==> src/rtl/bp_pkg.sv <==
// Shared definitions for the fetch-stage branch predictor: counter encodings
// and the policy values used at reset and on allocation.
package bp_pkg;

    localparam int unsigned DEFAULT_XLEN = 32;

    typedef enum logic [1:0] {
        SNT = 2'b00,
        WNT = 2'b01,
        WT  = 2'b10,
        ST  = 2'b11
    } ctr_t;

    localparam ctr_t CTR_RESET    = WNT;
    localparam ctr_t ALLOC_BRANCH = WT;
    localparam ctr_t ALLOC_JUMP   = ST;

endpackage

==> src/rtl/bp_sat_counter.sv <==
// Next-state function of a 2-bit saturating branch history counter.
module bp_sat_counter
    import bp_pkg::*;
(
    input  ctr_t ctr,
    input  logic taken,
    input  logic force_strong,
    output ctr_t ctr_next
);

    always_comb begin
        ctr_next = ctr;
        if (force_strong) begin
            ctr_next = ST;
        end else begin
            unique case (ctr)
                SNT: ctr_next = taken ? WNT : SNT;
                WNT: ctr_next = taken ? WT  : SNT;
                WT:  ctr_next = taken ? ST  : WNT;
                ST:  ctr_next = taken ? ST  : WT;
                default: ctr_next = ctr;
            endcase
        end
    end

endmodule

==> src/rtl/branch_predictor_fetch.sv <==
// Direct-mapped BTB + 2-bit BHT predictor: zero-latency lookup for fetch,
// registered update and misprediction reporting from execute.
module branch_predictor_fetch
    import bp_pkg::*;
#(
    parameter int unsigned XLEN    = DEFAULT_XLEN,
    parameter int unsigned ENTRIES = 16
) (
    input  logic            clk,
    input  logic            reset,
    input  logic [XLEN-1:0] PCF,
    output logic            PredTakenF,
    output logic [XLEN-1:0] PredPCF,
    input  logic            UpdateE,
    input  logic            IsJumpE,
    input  logic [XLEN-1:0] PCE,
    input  logic            TakenE,
    input  logic [XLEN-1:0] TargetE,
    input  logic            PredTakenE,
    input  logic [XLEN-1:0] PredPCE,
    output logic            MispredictE,
    output logic [XLEN-1:0] CorrectPCE,
    output logic [31:0]     BranchCount,
    output logic [31:0]     MispredCount
);

    localparam int unsigned IDXW = $clog2(ENTRIES);
    localparam int unsigned TAGW = XLEN - IDXW - 2;

    logic [ENTRIES-1:0] valid_q;
    logic [TAGW-1:0]    tag_q    [ENTRIES];
    logic [XLEN-1:0]    target_q [ENTRIES];
    ctr_t               ctr_q    [ENTRIES];
    logic [31:0]        branch_cnt_q;
    logic [31:0]        mispred_cnt_q;

    logic [IDXW-1:0] f_idx;
    logic [IDXW-1:0] e_idx;
    logic [TAGW-1:0] f_tag;
    logic [TAGW-1:0] e_tag;
    logic            f_hit;
    logic            e_hit;
    ctr_t            e_ctr_next;

    assign f_idx = PCF[IDXW+1:2];
    assign f_tag = PCF[XLEN-1:IDXW+2];
    assign e_idx = PCE[IDXW+1:2];
    assign e_tag = PCE[XLEN-1:IDXW+2];

    // Lookup reads the registered table directly, so a same-index update
    // only becomes visible the cycle after it is written.
    always_comb begin
        f_hit      = valid_q[f_idx] && (tag_q[f_idx] == f_tag);
        PredTakenF = f_hit && ctr_q[f_idx][1];
        PredPCF    = PredTakenF ? target_q[f_idx] : PCF + XLEN'(4);
    end

    always_comb begin
        e_hit       = valid_q[e_idx] && (tag_q[e_idx] == e_tag);
        CorrectPCE  = TakenE ? TargetE : PCE + XLEN'(4);
        MispredictE = UpdateE && ((TakenE != PredTakenE) ||
                                  (TakenE && (TargetE != PredPCE)));
    end

    bp_sat_counter u_sat_counter (
        .ctr          (ctr_q[e_idx]),
        .taken        (TakenE),
        .force_strong (IsJumpE),
        .ctr_next     (e_ctr_next)
    );

    always_ff @(posedge clk or posedge reset) begin
        if (reset) begin
            valid_q       <= '0;
            branch_cnt_q  <= '0;
            mispred_cnt_q <= '0;
            for (int unsigned i = 0; i < ENTRIES; i++) begin
                tag_q[i]    <= '0;
                target_q[i] <= '0;
                ctr_q[i]    <= CTR_RESET;
            end
        end else if (UpdateE) begin
            branch_cnt_q <= branch_cnt_q + 32'd1;
            if (MispredictE) begin
                mispred_cnt_q <= mispred_cnt_q + 32'd1;
            end
            if (e_hit) begin
                ctr_q[e_idx] <= e_ctr_next;
                if (TakenE || IsJumpE) begin
                    target_q[e_idx] <= TargetE;
                end
            end else if (TakenE) begin
                // Not-taken misses are never allocated.
                valid_q[e_idx]  <= 1'b1;
                tag_q[e_idx]    <= e_tag;
                target_q[e_idx] <= TargetE;
                ctr_q[e_idx]    <= IsJumpE ? ALLOC_JUMP : ALLOC_BRANCH;
            end
        end
    end

    assign BranchCount  = branch_cnt_q;
    assign MispredCount = mispred_cnt_q;

endmodule

==> config.mk <==
export PLATFORM = sky130hd
export DESIGN_NAME = branch_predictor_fetch
export DESIGN_NICKNAME = d
export VERILOG_FILES = /design/src/rtl/bp_pkg.sv /design/src/rtl/bp_sat_counter.sv /design/src/rtl/branch_predictor_fetch.sv
export SDC_FILE = /design/constraint.sdc
export NUM_CORES = 2
export LEC_CHECK = 0
export ABC_AREA = 0
export CAP_MARGIN = 20
export CORE_MARGIN = 4
export CORE_UTILIZATION = 55
export CTS_CLUSTER_SIZE = 20
export DETAILED_ROUTE_END_ITERATION = 12
export PLACE_DENSITY = 0.74
export SETUP_SLACK_MARGIN = 0.5
export SLEW_MARGIN = 0
export SYNTH_ARGS = -nofsm -noshare
export SYNTH_HDL_FRONTEND = slang
export SYNTH_SLANG_ARGS = --single-unit
==> constraint.sdc <==
create_clock -name clk -period 110 [get_ports clk]
set_clock_uncertainty 0.1 [all_clocks]
set_input_delay 22 -clock clk [delete_from_list [all_inputs] [get_ports clk]]
set_output_delay 22 -clock clk [all_outputs]
set_load 0.05 [all_outputs]
==> results.yml <==
status:
  status: "finished, final reports clean"
worst_setup_path:
  cp-start-kind: "input pin"
  rr_startpoint: "tag_q[137]"
  slowest_stage: "buf_4"
  cp_num_buf_inv: 5
  cp_top_family: "buffers and inverters"
  cp-endpoint: "PredPCF[0]"
  crit-reg2reg-capture: "target_q[35]"
  rrSetupSlack_ns: 104.63
  cp_cell_sequence: "buf_8 -> buf_4 -> buf_4 -> mux4_2 -> mux4_2 -> xnor2_1 -> nand4_1 -> or3_1 -> nor4_4 -> buf_4 -> mux2_2 -> clkdlybuf4s50_1"
  cp_common_cell: "buf_4"
  cp-startpoint: "PCF[3]"
  worstSetupPathType: "in -> out"
  cp.arrival_ns: 28.39
  cp.required_ns: 87.90
  path_depth: 12
  end_kind: "output pin"
  r2r.worst_path.cells: 10
  slowest_delay_ns: 0.98
  worstPathMaxFanout: 116
sta:
  slew_viol_final: 0
  timing.fmax_mhz: 19.8
  holdWs_ns: 0.375
  finalHoldViolCount: 0
  rsz0062_at_grt: "false"
  worst_slack_ns: 59.51
  worst_pin_slew_ns: 1.24
  relSlewSlack_pct: 16.5
  period_share_pct: 45.9
  post-route-min-period_ns: 50.49
  setup_viol: 0
  fin_tns_setup_ns: 0
detailed_routing:
  met2WireLength_um: 96400
  wl_met3_um: 25700
  viasPerCell: 7.13
  top_layer_used: "met5"
  wl_met1_um: 86200
  routed_wl_um: 220000
  first_pass_iters: 7
  wl_per_cell_um: 28.4
  dr_total_vias: 55100
  drt_iter0_drc: 7961
  postRouteAntennaNets: 0
  drc_errors: 0
worst_hold_path:
  min_from: "MispredCount[31]"
  hp-class: "reg -> reg"
global_route:
  antenna_found_initial: 15
  grt_use_total_pct: 33.8
  gr-total-overflow: 0
  grt_pass1_wl_um: 332000
  grt_pass1_vias: 52500
  grt_max_degree: 286
yosys:
  synth_ff_type: "dfrtp_1"
  synth.largest_area_cell: "dfrtp_1"
  yosysMostFrequentCell: "dfrtp_1"
  yosys-top-cells-area: "dfrtp_1 38%, mux4_2 13%, mux2_4 6.8%"
  ys_seq_area_share_pct: 38.9
  syn_inst: 6249
  yosysWarnings: 0
  synth_top_area_share_pct: 38.2
  ys_types: 72
  synth_area_per_cell_um2: 10.7
  syn-num-nets: 6390
  synth_area_um2: 67000
  ys_ff_latch: 1040
  synth_edf_count: 0
  async_flop_share_pct: 100
  synth_commonest_cells: "1024 x dfrtp_1, 577 x clkbuf_1, 575 x nand2_1"
clock_tree:
  cts_buffer_depth: 3
  clock-sinks: 1040
  cts_tree: "done"
  root_buffer: "clkbuf_16"
  worstSkewPairLatency_ns: 0.76
  post_cts_buffers: 0
  path_clk_slew_ns: 0.06
  cts_buffers: 115
  holdBufCountCts: 0
  cts.htree.levels: 3
  cts_resized: 0
final_layout:
  final_cell_area_um2: 73400
  fill_cells: 9568
  syn_to_final_growth_pct: 9.59
  nets: 6155
  layoutNonFillerInstCount: 7735
  drive_gt1_share_pct: 19.4
placement:
  post-place-cells: 7504
  dp_slack_ns: 59.61
  dpl.hpwl_um: 131000
  place_area_um2: 69500
  numPortBuffers: 263
  routabilityCongestion: 0.953
power:
  internal-power_uw: 750
  vdd_drop_max_uv: 16.3
  p_sw_share_pct: 29.6
  p_leak_uw: 0.0287
  p_clk_share_pct: 37.2
  power_density_nw_per_um2: 14.5
  combPwrFrac_pct: 20.1
  p_sw_uw: 315
  seq_power_share_pct: 42.7
job:
  cap_violations: 0
floorplan:
  ioPinCount: 264
  rows: 127
  die_area_um2: 127000
  die_h_um: 357
  core-area_um2: 120000
  start_util_pct: 55.6
  die_w_um: 357
per-layer routing:
metal,up-vias,track usage (%)
li1,23400,-
met1,28000,46.6
met2,3114,49.4
met3,612,10.1
met4,6,15.8
met5,-,0
cells in the final DEF, fill, tap and decap left out, drive strengths merged, types with 12 or more instances in the layout:
cell type | Yosys | final
o21ai | 469 | 469
dfrtp | 1024 | 1024
mux2i | 104 | 104
buf | 149 | 117
nor3b | 126 | 126
a211oi | 145 | 145
mux2 | 435 | 435
xnor2 | 132 | 132
nand3b | 512 | 512
nor2 | 251 | 251
nand2 | 575 | 575
o21a | 16 | 16
or2 | 17 | 17
o311ai | 514 | 514
dfstp | 16 | 16
a221oi | 12 | 12
clkdlybuf4s50 | 0 | 252
a21oi | 395 | 395
inv | 27 | 29
clkbuf | 577 | 183
nor3 | 22 | 22
xor2 | 68 | 68
and2 | 12 | 12
clkinv | 0 | 29
or3 | 17 | 17
nand3 | 72 | 72
mux4 | 383 | 383
nand4 | 40 | 40
and3 | 47 | 47
how the worst min path moves through the flow:
stage / cells after the start / slack [ns] / end
2_1_floorplan: 1 / 0.35 / valid_q[13]
5_1_grt: 1 / 0.41 / valid_q[3]
4_1_cts: 1 / 0.38 / MispredCount[31]
3_5_place_dp: 1 / 0.37 / MispredCount[31]
6_report: 1 / 0.38 / MispredCount[31]
3_3_place_gp: 1 / 0.36 / BranchCount[31]
logic make-up after synthesis:
kind of cell    count (synthesis)  share of synthesized area, %
xor+xnor                      200                          2.61
mux                           922                          23.4
simple gates                 1720                          14.1
flops                        1040                          38.9
buf+inv                       753                          5.04
fa+ha+maj                       7                         0.131
compound gates               1607                          15.8
metrics by stage:
step                utilization [%]  power (uW)
floorplan                         -         604
global placement               57.7         662
detailed placement             57.7         669
CTS                            60.9        1060
global route                   61.0        1100
finish                         61.0        1060
final cells by class:
class | instances | area [um^2] | share of cell area (%)
clock buffers | 178 | 3450 | 4.69
inverters | 27 | 109 | 0.148
repair buffers | 374 | 3560 | 4.85
diodes | 11 | 27.5 | 0.0375
multi-input cells | 4456 | 37800 | 51.5
flip-flops and latches | 1040 | 26000 | 35.5
clock inverters | 37 | 409 | 0.557
well taps | 1612 | 2020 | 2.75
state kept, by name, summed over array words and instances (netlist names):
register / count
ctr_q: 32
valid_q: 16
MispredCount: 32
tag_q: 416
target_q: 512
BranchCount: 32
power groups by stage:
stage               clock network, uW  registers, uW  logic [uW]
CTS                               399            453         211
global placement                    0            457         205
floorplan                           0            456         148
detailed placement                  0            459         210
finish                            396            455         214
global route                      415            458         226
(Power assumes the default switching activity.)
